==> config.mk <==
export PLATFORM = sky130hd
export DESIGN_NAME = hadd_pulse_tx
export DESIGN_NICKNAME = d
export VERILOG_FILES = /design/src/rtl/hadd_pulse_tx.sv
export SDC_FILE = /design/constraint.sdc
export NUM_CORES = 1
export LEC_CHECK = 0
export BUFFER_PORTS_ARGS = -buffer_cell sky130_fd_sc_hd__buf_2
export CAP_MARGIN = 25
export CORE_MARGIN = 2
export CORE_UTILIZATION = 59
export CTS_CLUSTER_SIZE = 20
export DETAILED_ROUTE_END_ITERATION = 10
export HOLD_SLACK_MARGIN = 0.05
export PLACE_DENSITY_LB_ADDON = 0.1
export SETUP_SLACK_MARGIN = 0.2
export SYNTH_ARGS = -nofsm -noshare
export SYNTH_HDL_FRONTEND = slang
export SYNTH_SLANG_ARGS = --single-unit
export TNS_END_PERCENT = 20
==> constraint.sdc <==
create_clock -name clock -period 3.4 [get_ports clock]
set_input_delay 0.51 -clock clock [delete_from_list [all_inputs] [get_ports clock]]
set_output_delay 0.51 -clock clock [all_outputs]
set_load 0.01 [all_outputs]
==> src/rtl/hadd_pulse_tx.sv <==
// hadd_pulse_tx -- pulse-stream transmitter for a pulse-based half adder.
//
// Bit-pair symbols (A,B) arrive through a valid/ready handshake and are
// queued in a small FIFO. The period sequencer serialises one symbol per
// adder clock period of PERIOD system cycles:
//   phase PERIOD-1-SETUP-SEP : A data pulse (if A=1)
//   phase PERIOD-1-SETUP     : B data pulse (if B=1)
//   phase PERIOD-1           : adder clock pulse
// The fixed phase offsets give the adder its A/B separation and setup margin
// by construction.
//
// Ports:
//   clock      system clock, rising edge
//   reset      synchronous, active-high
//   enable     run the period sequencer (a started period always completes)
//   in_valid   symbol offered; in_a / in_b are its bits
//   in_ready   FIFO not full (registered flag)
//   a_pulse    one-cycle A data pulse
//   b_pulse    one-cycle B data pulse
//   clk_pulse  one-cycle adder clock pulse
//   phase      current period phase
//   busy       FIFO non-empty or a symbol in flight
//   sym_count  symbols transmitted, wraps at 16 bits
//
// Build option: define HADD_TX_CLK_GATE_EN to suppress clk_pulse in periods
// that carry no symbol. Without it clk_pulse is free-running in RUN.

module hadd_pulse_tx #(
  parameter int PERIOD = 16,
  parameter int SETUP  = 4,
  parameter int SEP    = 2,
  parameter int DEPTH  = 4
) (
  input  logic                      clock,
  input  logic                      reset,
  input  logic                      enable,
  input  logic                      in_valid,
  input  logic                      in_a,
  input  logic                      in_b,
  output logic                      in_ready,
  output logic                      a_pulse,
  output logic                      b_pulse,
  output logic                      clk_pulse,
  output logic [$clog2(PERIOD)-1:0] phase,
  output logic                      busy,
  output logic [15:0]               sym_count
);

  localparam int PW = $clog2(PERIOD);
  localparam int AW = $clog2(DEPTH);

  localparam logic [PW-1:0] LAST_PH = PW'(PERIOD - 1);
  localparam logic [PW-1:0] A_PH    = PW'(PERIOD - 1 - SETUP - SEP);
  localparam logic [PW-1:0] B_PH    = PW'(PERIOD - 1 - SETUP);
  localparam logic [AW:0]   FULL_CNT = (AW + 1)'(DEPTH);

  typedef enum logic {IDLE, RUN} state_t;

  state_t        state, state_nxt;
  logic [PW-1:0] phase_nxt;

  logic [1:0]    mem [DEPTH];
  logic [AW-1:0] wr_ptr, rd_ptr;
  logic [AW:0]   count, count_nxt;
  logic          full_q;
  logic          fifo_empty;
  logic          push, pop;
  logic          period_start;

  logic          sa, sb;
  logic          in_flight;
  logic          a_nxt, b_nxt, clk_nxt;

  assign fifo_empty   = (count == '0);
  assign in_ready     = !full_q;
  assign push         = in_valid && !full_q;
  assign period_start = (state == RUN) && (phase == '0);
  assign pop          = period_start && !fifo_empty;
  assign busy         = !fifo_empty || in_flight;

  always_comb begin
    count_nxt = count;
    case ({push, pop})
      2'b10:   count_nxt = count + (AW + 1)'(1);
      2'b01:   count_nxt = count - (AW + 1)'(1);
      default: count_nxt = count;
    endcase
  end

  // Sequencer: IDLE parks at phase 0; RUN counts through a full period and
  // only checks enable at the wrap, so a started period is never truncated.
  always_comb begin
    state_nxt = state;
    phase_nxt = phase;
    case (state)
      IDLE: begin
        phase_nxt = '0;
        if (enable) state_nxt = RUN;
      end
      RUN: begin
        if (phase == LAST_PH) begin
          phase_nxt = '0;
          if (!enable) state_nxt = IDLE;
        end else begin
          phase_nxt = phase + PW'(1);
        end
      end
      default: begin
        state_nxt = IDLE;
        phase_nxt = '0;
      end
    endcase
  end

  // Pulses are registered from the next phase so each one is high exactly in
  // the cycle whose phase output equals its slot. All slots are non-zero, so
  // a match implies the sequencer stays in RUN.
  always_comb begin
    a_nxt = (phase_nxt == A_PH) && sa;
    b_nxt = (phase_nxt == B_PH) && sb;
`ifdef HADD_TX_CLK_GATE_EN
    clk_nxt = (phase_nxt == LAST_PH) && in_flight;
`else
    clk_nxt = (phase_nxt == LAST_PH);
`endif
  end

  // ---- Stage: FIFO storage and symbol register (data, no reset) ----
  always_ff @(posedge clock) begin
    if (push) mem[wr_ptr] <= {in_a, in_b};
    if (period_start) begin
      // An empty FIFO at period start yields an idle 00 period.
      if (fifo_empty) {sa, sb} <= 2'b00;
      else            {sa, sb} <= mem[rd_ptr];
    end
  end

  // ---- Stage: control registers ----
  always_ff @(posedge clock) begin
    if (reset) begin
      state     <= IDLE;
      phase     <= '0;
      wr_ptr    <= '0;
      rd_ptr    <= '0;
      count     <= '0;
      full_q    <= 1'b0;
      in_flight <= 1'b0;
      a_pulse   <= 1'b0;
      b_pulse   <= 1'b0;
      clk_pulse <= 1'b0;
      sym_count <= '0;
    end else begin
      state     <= state_nxt;
      phase     <= phase_nxt;
      count     <= count_nxt;
      full_q    <= (count_nxt == FULL_CNT);
      a_pulse   <= a_nxt;
      b_pulse   <= b_nxt;
      clk_pulse <= clk_nxt;
      if (push) wr_ptr <= wr_ptr + AW'(1);
      if (pop)  rd_ptr <= rd_ptr + AW'(1);
      if (period_start) begin
        in_flight <= !fifo_empty;
      end else if ((state == RUN) && (phase == LAST_PH) && in_flight) begin
        in_flight <= 1'b0;
        sym_count <= sym_count + 16'd1;
      end
    end
  end

endmodule
## Word level (Yosys, flattened, before mapping)

Memories as Yosys holds them, arrays and structs flattened. A register that Yosys moved wholly into a read port is not among the register bits.
Index checks and enable logic that the tools add are counted.

| storage, ports and cells | value |
|---|---|
| flip-flop bits (word level) | 33 |
| bits in writable memories | 8 |
| logic and storage cells | 51 |
| memories | 1 |

| operators by class | value |
|---|---|
| add/subtract/negate cells | 6 |
| equal/unequal tests | 7 |
| multiplexer cells | 10 |
| bitwise gates (word level) | 2 |
| reductions and logical operators | 14 |

Memory list:

| memory | depth | width | rd ports | clocked after memory_dff | wr ports | line | RTL |
|---|---|---|---|---|---|---|---|
| mem | 4 | 2 | 1 | 1 | 1 | 62 | `logic [1:0] mem [DEPTH];` |

Operators with widths:

| cell | number |
|---|---|
| $add A16 B1 Y16 const B | 1 |
| $eq A4 B4 Y1 const B | 4 |
| $pmux W4 S2 | 1 |
| $logic_and A1 B1 Y1 | 7 |
| $mux W1 | 6 |
| $pmux W3 S2 | 1 |
| $add A2 B1 Y2 const B | 2 |
| $add A4 B1 Y4 const B | 1 |
| $logic_not A4 Y1 | 1 |
| $mux W4 | 1 |
| $add A3 B1 Y3 const B | 1 |
| $eq A3 B3 Y1 const B | 1 |
| $logic_not A3 Y1 | 1 |
| $sub A3 B1 Y3 const B | 1 |
| $eq A2 B1 Y1 const B | 1 |
| $eq A2 B2 Y1 const B | 1 |
| $logic_not A1 Y1 | 2 |
| $not A1 Y1 | 2 |
| $pmux W1 S2 | 1 |
| $reduce_and A2 Y1 | 1 |
| $reduce_bool A2 Y1 | 1 |
| $logic_or A1 B1 Y1 | 1 |

## Depth between registers and ports, before layout

Gate-level depths: netlist (run 1).

| logic depth | value |
|---|---|
| depth in word-level cells | 6 |
| depth in mapped cells | 10 |
| gate-level depth less buffers | 10 |

## Worst setup path before layout (run 1)

OpenSTA, ideal clock, no wires.

| timing path | value |
|---|---|
| path kind | register to register |
| start point | reg phase[0] |
| end point | reg full_q |
| arrival | 2.205 ns |
| data required time | 3.335 ns |
| path slack | 1.129 ns |
| stages on the path, launching flop included | 11 |
| buffers on the path | 0 |
| path through | dfxtp_1 inv_1 ha_1 nand4bb_1 nor2_1 ha_1 fa_1 xnor2_1 or3_1 a21oi_1 nor2b_1 |

| between the ends | value |
|---|---|
| word-level cells in the longest chain between the ends | 6 |

Ends and longest elaborated chain:

| item | line | RTL |
|---|---|---|
| start, declared | 44 | `output logic [$clog2(PERIOD)-1:0] phase,` |
| start signal, assigned | 154 | `phase <= phase_nxt;` |
| $logic_not A4 Y1 * | 77 | `assign period_start = (state == RUN) && (phase == '0);` |
| $logic_and A1 B1 Y1 * | 77 |  |
| $logic_and A1 B1 Y1 * | 78 | `assign pop = period_start && !fifo_empty;` |
| $eq A2 B1 Y1 / $eq A2 B2 Y1 (equally long branches) | 83 | `case ({push, pop})` |
| $pmux W3 S2 * | 83 |  |
| $eq A3 B3 Y1 * | 156 | `full_q <= (count_nxt == FULL_CNT);` |
| end signal, assigned | 156 |  |
| end, declared | 65 | `logic full_q;` |

Every way passes the cells marked *; elsewhere a longest branch is shown, timed or not.
A chain may end at the register's enable or synchronous reset.

## Worst setup path after layout (run 1)

| timing path | value |
|---|---|
| start point | reg count[0] |
| end point | reg full_q |

| between the ends | value |
|---|---|
| word-level cells in the longest chain between the ends | 6 |

Ends and longest elaborated chain:

| item | line | RTL |
|---|---|---|
| start, declared | 64 | `logic [AW:0] count, count_nxt;` |
| start signal, assigned | 155 | `count <= count_nxt;` |
| $logic_not A3 Y1 | 74 | `assign fifo_empty = (count == '0);` |
| $logic_not A1 Y1 | 78 |  |
| $logic_and A1 B1 Y1 | 78 |  |
| $eq A2 B1 Y1 / $eq A2 B2 Y1 (equally long branches) | 83 |  |
| $pmux W3 S2 * | 83 |  |
| $eq A3 B3 Y1 * | 156 |  |

Marked as above.

==> results of run 1 <==
## layout make-up
type	count	area share [%]
Multi-Input combinational cell	133	41.8
Timing Repair Buffer	30	6.98
Sequential cell	43	44.7
Inverter	10	1.75
Tap cell	44	2.56
Clock inverter	2	0.349
Clock buffer	6	1.92
## Yosys cell counts (all sizes together), types with 6 or more instances
| master | instances | area share [%] |
|---|---|---|
| nand3 | 9 | 2.3 |
| edfxtp | 10 | 16 |
| inv | 10 | 2.0 |
| xor2 | 7 | 3.2 |
| dfxtp | 33 | 34 |
| and3 | 6 | 2.0 |
| clkbuf | 6 | 1.2 |
| ha | 8 | 5.2 |
| a21oi | 12 | 3.1 |
| xnor2 | 8 | 3.7 |
| nor2 | 25 | 4.9 |
| nand2 | 9 | 1.8 |
## worst paths after layout
check        endpoint  slack [ps]  cells after the start
max reg2reg    full_q         900                      8
max            full_q         900                      8
min reg2reg   a_pulse         490                      1
min             state         370                      3
## through the flow
step	utilization (%)	hold WS, ps
floorplan	-	443
global route	69.9	375
CTS	69.9	365
detailed placement	68.3	464
finish	69.9	369
global placement	68.3	455
## per-layer routing
layer / GRT usage [%] / up-vias / routed length (um) / share of wire [%]
met4: 9.01 / 0 / 57 / 1.7
met1: 23.9 / 694 / 1480 / 44
met5: 0 / - / 0 / 0
li1: - / 735 / - / -
met3: 3.99 / 8 / 113 / 3.3
met2: 34.7 / 34 / 1730 / 51
## worst register-to-register path, delay by kind of cell, from the launching register on
| family | cells | cell delay (ps) |
|---|---|---|
| AND/OR/NAND/NOR | 4 | 1090 |
| XOR/XNOR | 1 | 150 |
| flip-flops | 1 | 380 |
| adder cells (fa/ha/maj) | 2 | 650 |
| AO/OA/AOI/OAI | 1 | 170 |
## kinds of logic (layout without fill, tap and decap cells)
logic type,count (synthesis),in the layout,synth area share (%)
AOI/OAI and AO/OA,20,20,5.61
xor gates and xnor gates,15,15,6.85
adders and majority gates,9,9,6.26
buffers and inverters,16,48,3.13
DFF,43,43,50.1
muxes,4,4,3.45
and+or+nand+nor,85,85,24.6
## flip-flops by register name (all words and copies together) (netlist names), 2 cells and up
name / cells
wr_ptr: 2
phase: 4
mem: 8
count: 3
rd_ptr: 2
sym_count: 16
## power by group through the flow
| stage | Clock [mW] | Combinational, mW | Sequential [mW] |
|---|---|---|---|
| after floorplan | 0 | 0.125 | 0.595 |
| after global placement | 0 | 0.155 | 0.598 |
| after detailed placement | 0 | 0.163 | 0.603 |
| after CTS | 0.233 | 0.164 | 0.591 |
| after global routing | 0.254 | 0.184 | 0.596 |
| final | 0.227 | 0.163 | 0.590 |
==> results by group, run 1 <==
Clock network
  • Clock sink count: 43
  • Clk Latency, worst-skew pair: about 350 ps
  • TritonCTS buffer count: 5
  • Clk buf depth: 2
  • CTS H-tree lvls: 2
  • Root buf cell: clkbuf_4
  • Reg clk slew, reported paths: between 100 and 150 ps
  • Post-CTS Setup Inserts: 0
  • PostCTS Resize Cnt: 0
  • CTS tree: yes
  • Post-CTS Hold Buffers: 0

Setup path
  • Worst Path Required: roughly 3700 ps
  • CP max stage cell: nor3_1
  • CP endpoint kind: register
  • Worst Path Arrival: around 2800 ps
  • Slowest Stage Delay on Critical Path: just under 500 ps
  • Critical path cell sequence: nor3_1, nor2_1, ha_1, fa_1, xnor2_1, or3_1, a21oi_1, nor2b_1
  • Reg2Reg Launch Point: count[0]
  • Type of origin of the critical path: register
  • Worst Path Max Fanout: 5
  • CP startpoint: count[0]
  • Worst setup path category: reg2reg
  • Buffer and inverter count on the worst path: 0
  • Critical path's top delay family: simple AND/OR/NAND/NOR gates

Route
  • # DRC: 0
  • Iter 0 DRT Violations: between 100 and 150
  • Vias per cell: about 5.5
  • Via count: between 1,000 and 1,500
  • Routed length per instance: ~13 um
  • Antenna Nets Post-Route: 0
  • Iteration count of the initial detailed-routing pass: 4
  • Total Routed Length: 3380 um

Die
  • Initial Utilization: between 60 and 70%
  • DIE HEIGHT: between 60 and 70 um
  • Core area: about 3100 um^2
  • Die Wd: 61.0 um
  • IO Pins: 31
  • Rows: 20
  • Die ar.: between 3000 and 4000 um^2

GRT
  • Total global routing overflow: 0
  • GRT Resource Usage Total: between 10% and 20%
  • First-pass GRT wire length: about 5500 um
  • Vias in the first global route: ~1,300
  • Antenna violations before repair: 0
  • Largest net degree at the start of global routing: 28

Pwr
  • Gate power share: around 17%
  • Static Leak: roughly 0.9 nW
  • Sw frac: between 20% and 30%
  • Power, Total: 0.979 mW
  • Internal power: slightly above 0.7 mW
  • Psw: 0.269 mW
  • Peak VDD IR: approximately 0.29 mV
  • Power Dens Cells: 455 nW/um^2
  • Clock power share: a little under a quarter
  • Flop pwr share: between 60% and 70%

Cells and area
  • ANT cells: 0
  • Filler cells: about 260
  • Finished Layout Cells: roughly 270
  • Most common cell after layout, fill and taps aside: dfxtp_1
  • Sequential standard cell area: 961 um^2
  • Layout cell share with drive strength beyond 1: between 10% and 20%
  • Area growth, synth to finish: 12.1%
  • Final Cell Area: approximately 2200 um^2
  • Multi-input logic area: about 900 um^2
  • Commonest cells after routing, fill and taps aside: dfxtp_1, buf_2, nor2_1, a21oi_1
  • # nets final: between 200 and 250

STA
  • Final setup vio count: 0
  • Final Max Tran Viols: 0
  • Final cycle utilization of the critical path: approximately 74%
  • Relative slew margins: ~64%
  • PnR worst setup slack: ~900 ps
  • Highest Clock Rate: approximately 0.40 GHz
  • Hold Vio Cnt, Final: 0
  • Clock Skews: between 6 and 7 ps
  • Worst-Margin Slew: between 500 and 600 ps
  • Fin crit period: 2500 ps
  • Setup TNS: 0 ps
  • RSZ-0062 raised after global routing: no

Status
  • Status: finished clean

Synth
  • Mapped Nets: approximately 210
  • Mapped Area: ~1900 um^2
  • Sequential area share after synthesis: between 50% and 60%
  • FFs w/ async S/R, synth: 0%
  • Syn_area_per_cell: approximately 10 um^2
  • Synth cell types: 36
  • EDFF count, synth: 10
  • YS warnings: 0
  • Ys flop type: dfxtp_1
  • Yosys reg bits: between 40 and 50
  • Mapped Cells: 192

Placement
  • Post-DP HPWL: between 2000 and 3000 um
  • Place WS: about 860 ps
  • Number of port buffers: 30
  • Post-Place Cells: 260
  • Gpl congestion: around 0.78
  • Placed Instance Area: 2100 um^2

Hold path
  • Min-delay src: enable
  • HP Class: in2reg

Run
  • Max Cap Violations: 0
(Power assumes the default switching activity.)
==> run 2: changes to the inputs <==
--- a/config.mk
+++ b/config.mk
@@ -5,10 +5,11 @@
 export SDC_FILE = /design/constraint.sdc
 export NUM_CORES = 1
 export LEC_CHECK = 0
+export ABC_AREA = 1
 export BUFFER_PORTS_ARGS = -buffer_cell sky130_fd_sc_hd__buf_2
 export CAP_MARGIN = 25
 export CORE_MARGIN = 2
-export CORE_UTILIZATION = 59
+export CORE_UTILIZATION = 50
 export CTS_CLUSTER_SIZE = 20
 export DETAILED_ROUTE_END_ITERATION = 10
 export HOLD_SLACK_MARGIN = 0.05
==> constraint.sdc (replaced) <==
create_clock -name clock -period 2.15 [get_ports clock]
set_input_delay 0.3225 -clock clock [delete_from_list [all_inputs] [get_ports clock]]
set_output_delay 0.3225 -clock clock [all_outputs]
set_load 0.01 [all_outputs]
==> results by group, run 2 <==
Status
  • Status: finished clean

STA
  • Hold_ws: 245 ps (-124 ps)
  • Final Max Tran Viols: 0 (unchanged)
  • Fin crit period: 1890 ps (-615 ps)
  • Hold Vio Cnt, Final: 0 (unchanged)
  • Setup TNS: 0 ps (unchanged)
  • Relative slew margins: 64.8% (+0.40 points)
  • Highest Clock Rate: 0.530 GHz (+33%)
  • Worst-Margin Slew: 528 ps (-2.56 ps)
  • RSZ-0062 raised after global routing: no
  • Clock Skews: 9.69 ps (+2.75 ps)
  • Final cycle utilization of the critical path: 87.8% (+14 points)
  • Final setup vio count: 0 (unchanged)

Pwr
  • Static Leak: 1.07 nW (+23%)
  • Power Dens Cells: 742 nW/um^2 (+63%)
  • Flop pwr share: 50.9% (-9.3 points)
  • Clock power share: 27.8% (+4.7 points)
  • Peak VDD IR: 0.443 mV (+51%)
  • Sw frac: 29.2% (+1.7 points)
  • Gate power share: 21.3% (+4.7 points)
  • Psw: 0.536 mW (+100%)
  • Internal power: 1.30 mW (+83%)

Synth
  • YS warnings: 0 (unchanged)
  • Most common cell in the netlist: nor2_1
  • Synth top area share: 32.3% (-2.1 points)
  • Synth cell types: 32 (-11%)
  • Yosys reg bits: 43 (unchanged)
  • Ys flop type: dfxtp_1
  • Synth top area cells: dfxtp_1, edfxtp_1, nor2_1
  • EDFF count, synth: 10 (unchanged)
  • Sequential area share after synthesis: 47.0% (-3.1 points)
  • Mapped Area: 2040 um^2 (+6.5%)
  • Mapped Nets: 272 (+31%)
  • Commonest cells in the netlist: nor2_1, nand2_1, dfxtp_1
  • FFs w/ async S/R, synth: 0% (unchanged)
  • Syn_area_per_cell: 7.96 um^2 (-20%)
  • Mapped Cells: 257 (+34%)
  • Area leader, netlist: dfxtp_1

Route
  • Antenna Nets Post-Route: 0 (unchanged)
  • Total Routed Length: 3980 um (+18%)
  • Iter 0 DRT Violations: 77 (-43%)
  • Iteration count of the initial detailed-routing pass: 4 (unchanged)
  • # DRC: 0 (unchanged)
  • Via count: 1,701 (+16%)
  • Routed length per instance: 11.4 um (-9.9%)
  • Vias per cell: 4.86 (-11%)

Cells and area
  • # nets final: 314 (+32%)
  • Largest regs: sym_count: 16 flops, mem: 8 flops, phase: 4 flops
  • Finished Layout Cells: 350 (+31%)
  • ANT cells: 0 (unchanged)
  • Layout cell share with drive strength beyond 1: 25.0% (+5.4 points)
  • Area growth, synth to finish: 21.1%
  • Final Cell Area: 2480 um^2 (+15%)
  • Largest Register: sym_count
  • Most common cell after layout, fill and taps aside: nor2_1
  • Max FFs per register: 16 (unchanged)
  • Commonest cells after routing, fill and taps aside: nor2_1, nand2_1, inv_1, dfxtp_1, buf_2

Placement
  • Placed Instance Area: 2260 um^2 (+7.4%)
  • Gpl congestion: 0.842 (+8.4%)
  • Post-DP HPWL: 2720 um (+7.5%)
  • Number of port buffers: 30 (unchanged)
  • Post-Place Cells: 336 (+29%)

Setup path
  • Worst Path Required: 2370 ps (-1320 ps)
  • Worst Path Max Fanout: 4 (-1)
  • Worst Path Arrival: 2110 ps (-680 ps)
  • Type of origin of the critical path: register
  • CP endpoint kind: register
  • Worst setup path category: reg2reg

GRT
  • GRT Resource Usage Total: 18.3% (-1.7 points)
  • Antenna violations before repair: 0 (unchanged)
  • Vias in the first global route: 1,483 (+15%)
  • Total global routing overflow: 0 (unchanged)
  • First-pass GRT wire length: 6390 um (+17%)
  • Largest net degree at the start of global routing: 18 (-36%)

Clock network
  • Clk Latency, worst-skew pair: 300 ps (-50 ps)
  • CTS tree: yes
  • TritonCTS buffer count: 5 (unchanged)
  • Clk buf depth: 2 (unchanged)
  • CTS H-tree lvls: 2 (unchanged)
  • Reg clk slew, reported paths: 90 ps (-30 ps)
  • Clock sink count: 43 (unchanged)
  • Root buf cell: clkbuf_8

Hold path
  • HP Class: in2reg

Die
  • DIE HEIGHT: 67.9 um (+11%)
  • Die Wd: 67.9 um (+11%)
  • Die ar.: 4620 um^2 (+24%)
  • Rows: 23 (+15%)
  • IO Pins: 31 (unchanged)
  • Initial Utilization: 51.5% (-11 points)
  • Core area: 3970 um^2 (+29%)

Run
  • Max Cap Violations: 0 (unchanged)
## run 2: changes by cell type after synthesis, moves of 7 or more
cell / before / now
o21ai_0: 5 / 12
nand2_1: 9 / 43
nor2_1: 25 / 47
nand3_1: 9 / 18
xnor2_1: 8 / 0
inv_1: 10 / 32
## run 2: cells by family (layout without fill, tap and decap cells)
family	after synthesis	in the layout	synth area share (%)
compound gates	34	34	8.94
xor+xnor	2	2	0.857
fa+ha+maj	9	9	5.88
buf+inv	37	80	7.22
flops	43	43	47.0
mux	1	1	0.490
simple gates	131	131	29.6
## run 2: worst paths after layout
path | to | start | slack [ps] | cells after the start
min reg2reg | a_pulse | sa | 490 | 2
max reg2reg | full_q | phase[0] | 260 | 10
max | full_q | phase[0] | 260 | 10
min | state | enable | 240 | 3
## run 2: power groups by stage
stage | combinational [mW] | clock, mW | sequential (mW)
after floorplan | 0.188 | 0 | 0.927
after global placement | 0.265 | 0 | 0.939
after CTS | 0.301 | 0.519 | 0.922
after detailed placement | 0.270 | 0 | 0.940
after global routing | 0.438 | 0.548 | 0.946
final | 0.392 | 0.510 | 0.935
## run 2: area by class of cell
cell class              instances  area, um^2
clock buffers                   6        72.6
clock inverters                 2        12.5
fillers                       354        1500
inverters                      33         124
multi-input cells             177        1020
flip-flops and latches         43         963
well taps                      50        62.6
repair buffers                 39         218
## run 2: timing repair
item                       4_1_cts  5_1_grt
setup buffers                    3        3
hold buffers                     0        0
resized for setup                2       18
pin swaps                        1        5
setup endpoints to repair        2        3
## run 2: worst max-delay path, cell delays in order (launching register included)
cell and delay (ps):
dfxtp_2 370, inv_2 60, ha_4 160, nand3_4 100
nor2_4 60, ha_4 170, fa_2 390, a21oi_2 120
o21a_1 140, nor2_1 60, nor3_2 180
## run 2: per-layer routing
| layer | up-vias | GRT usage (%) | wire (um) |
|---|---|---|---|
| met5 | - | 0 | 0 |
| met4 | 0 | 6.75 | 61 |
| met3 | 7 | 5.10 | 178 |
| met2 | 29 | 29.0 | 1780 |
| met1 | 754 | 23.8 | 1960 |
| li1 | 911 | - | - |
## run 2: through the flow
stage | util [%] | power (mW) | setup slack (ps)
after floorplan | - | 1.12 | 208
after global placement | 56.8 | 1.20 | 220
after detailed placement | 56.8 | 1.21 | 145
after CTS | 59.7 | 1.74 | 207
after global routing | 62.4 | 1.93 | 145
final | 62.4 | 1.84 | 262
==> run 3: changes to the inputs <==
--- a/config.mk
+++ b/config.mk
@@ -6,10 +6,11 @@
 export NUM_CORES = 1
 export LEC_CHECK = 0
 export ABC_AREA = 1
-export BUFFER_PORTS_ARGS = -buffer_cell sky130_fd_sc_hd__buf_2
+export BUFFER_PORTS_ARGS = -buffer_cell sky130_fd_sc_hd__clkbuf_2
 export CAP_MARGIN = 25
 export CORE_MARGIN = 2
 export CORE_UTILIZATION = 50
+export CTS_CLUSTER_DIAMETER = 150
 export CTS_CLUSTER_SIZE = 20
 export DETAILED_ROUTE_END_ITERATION = 10
 export HOLD_SLACK_MARGIN = 0.05
==> results by group, run 3 (synthesis results as in run 2) <==
Cells and area
  • Area growth, synth to finish: 20.4%
  • Sequential standard cell area: 966 um^2 (+0.26%)
  • Most common cell after layout, fill and taps aside: nor2_1
  • Commonest cells after routing, fill and taps aside: nor2_1, nand2_1, dfxtp_1, inv_1, clkbuf_2
  • ANT cells: 0 (unchanged)
  • Multi-input logic area: 996 um^2 (-2.7%)
  • # nets final: 311 (-0.96%)
  • Layout cell share with drive strength beyond 1: 23.6% (-1.4 points)
  • Largest regs: sym_count: 16 flops, mem: 8 flops, phase: 4 flops
  • Finished Layout Cells: 347 (-0.86%)
  • Filler cells: 372 (+5.1%)
  • Max FFs per register: 16 (unchanged)
  • Largest Register: sym_count

STA
  • Clock Skews: 7.29 ps (-2.40 ps)
  • Highest Clock Rate: 0.541 GHz (+2.2%)
  • Worst-Margin Slew: 527 ps (-0.852 ps)
  • Setup TNS: 0 ps (unchanged)
  • Relative slew margins: 64.8% (about the same)
  • Final setup vio count: 0 (unchanged)
  • Final Max Tran Viols: 0 (unchanged)
  • Hold Vio Cnt, Final: 0 (unchanged)
  • Final cycle utilization of the critical path: 85.9% (-1.9 points)
  • RSZ-0062 raised after global routing: no
  • Fin crit period: 1850 ps (-40.2 ps)

GRT
  • Largest net degree at the start of global routing: 18 (unchanged)
  • Antenna violations before repair: 0 (unchanged)
  • First-pass GRT wire length: 6300 um (-1.4%)
  • Vias in the first global route: 1,493 (+0.67%)
  • Total global routing overflow: 0 (unchanged)
  • GRT Resource Usage Total: 18.1% (-0.20 points)

Setup path
  • Reg2Reg Launch Point: phase[0]
  • CP endpoint kind: register
  • FF-to-FF path depth: 9 (-1)
  • Worst setup endpoint: full_q
  • Worst Path Max Fanout: 4 (unchanged)
  • Worst setup path category: reg2reg
  • Type of origin of the critical path: register
  • Worst Path Arrival: 2060 ps (-50 ps)
  • Critical R2R Capture: full_q
  • Worst R2R Setup Slack: 300 ps (+40 ps)
  • Worst Path Required: 2370 ps (about the same)
  • CP startpoint: phase[0]

Placement
  • Post-DP HPWL: 2790 um (+2.3%)
  • Number of port buffers: 30 (unchanged)
  • Gpl congestion: 0.845 (+0.31%)
  • Post-Place Cells: 337 (+0.30%)

Route
  • Met3 wire len: 187 um (+5.1%)
  • Iter 0 DRT Violations: 46 (-40%)
  • Via count: 1,706 (+0.29%)
  • Met2 Routed Length: 1780 um (+0.11%)
  • Routed length per instance: 11.1 um (-2.2%)
  • Iteration count of the initial detailed-routing pass: 4 (unchanged)
  • DRT met1 WL: 1820 um (-6.8%)
  • Total Routed Length: 3850 um (-3.0%)
  • Antenna Nets Post-Route: 0 (unchanged)
  • Top layer in use: met4
  • # DRC: 0 (unchanged)
  • Vias per cell: 4.92 (+1.2%)

Clock network
  • Post-CTS Hold Buffers: 0 (unchanged)
  • Clk buf depth: 2 (unchanged)
  • Clock sink count: 43 (unchanged)
  • Clk Latency, worst-skew pair: 290 ps (about the same)
  • CTS H-tree lvls: 2 (unchanged)
  • Reg clk slew, reported paths: 80 ps (about the same)
  • CTS tree: yes
  • TritonCTS buffer count: 5 (unchanged)
  • Root buf cell: clkbuf_8

Pwr
  • Power Dens Cells: 773 nW/um^2 (+4.2%)
  • Peak VDD IR: 0.453 mV (+2.2%)
  • Static Leak: 1.05 nW (-1.6%)

Die
  • Die Wd: 67.9 um (unchanged)
  • Core area: 3970 um^2 (unchanged)
  • Die ar.: 4620 um^2 (unchanged)
  • Initial Utilization: 51.5% (unchanged)
  • IO Pins: 31 (unchanged)
  • Rows: 23 (unchanged)
  • DIE HEIGHT: 67.9 um (unchanged)

Hold path
  • Min-Delay Path Depth: 3 (unchanged)
  • HP Class: in2reg

Status
  • Status: finished clean

Run
  • Max Cap Violations: 0 (unchanged)
[run 3: repair_timing]
item | in CTS | in global routing
setup endpoints to repair | 2 | 2
endpoints found under the hold margin | 0 | 0
resized for setup | 4 | 12
pin swaps | 2 | 4
buffers inserted | 1 | 1
[run 3: routing by layer]
metal	vias up	track usage (%)
li1	904	-
met1	754	24.3
met2	40	28.8
met3	8	3.95
met4	0	6.50
met5	-	0
[run 3: metrics by stage]
step	worst slack (ps)	instance area [um^2]	hold slack [ps]	utilization [%]	total power, mW
5_1_grt	181	2460	251	62.0	2.00
3_5_place_dp	141	2260	480	57.0	1.21
3_3_place_gp	211	2260	477	57.0	1.21
6_report	302	2460	257	62.0	1.90
4_1_cts	200	2400	251	60.5	1.87
2_1_floorplan	208	2050	407	-	1.12
[run 3: layout make-up]
type	instances	share of cell area, %
inverter	33	5.03
clock inverter	2	1.42
multi-input combinational	177	40.5
timing repair buffer	36	7.93
tap	50	2.54
clock buffer	6	3.36
sequential	43	39.2
[run 3: worst min-delay path by stage]
stage	from	endpoint	slack [ps]
floorplan	reset	phase[2]	410
global route	in_a	mem[2][1]	250
global placement	sa	a_pulse	480
finish	enable	state	260
detailed placement	sa	a_pulse	480
CTS	enable	state	250
[run 3: where the power goes]
group / switching, mW / internal, mW / total, mW
clock network: 0.268 / 0.376 / 0.644
logic: 0.179 / 0.152 / 0.331
registers: 0.0473 / 0.881 / 0.928
[run 3: critical path, stage by stage, from the launching register on]
cell	delay, ps
dfxtp_4	360
inv_2	70
ha_4	130
nand3_4	90
nor2_4	150
ha_4	160
fa_2	430
mux2i_2	180
nand2_1	70
nor3_1	120
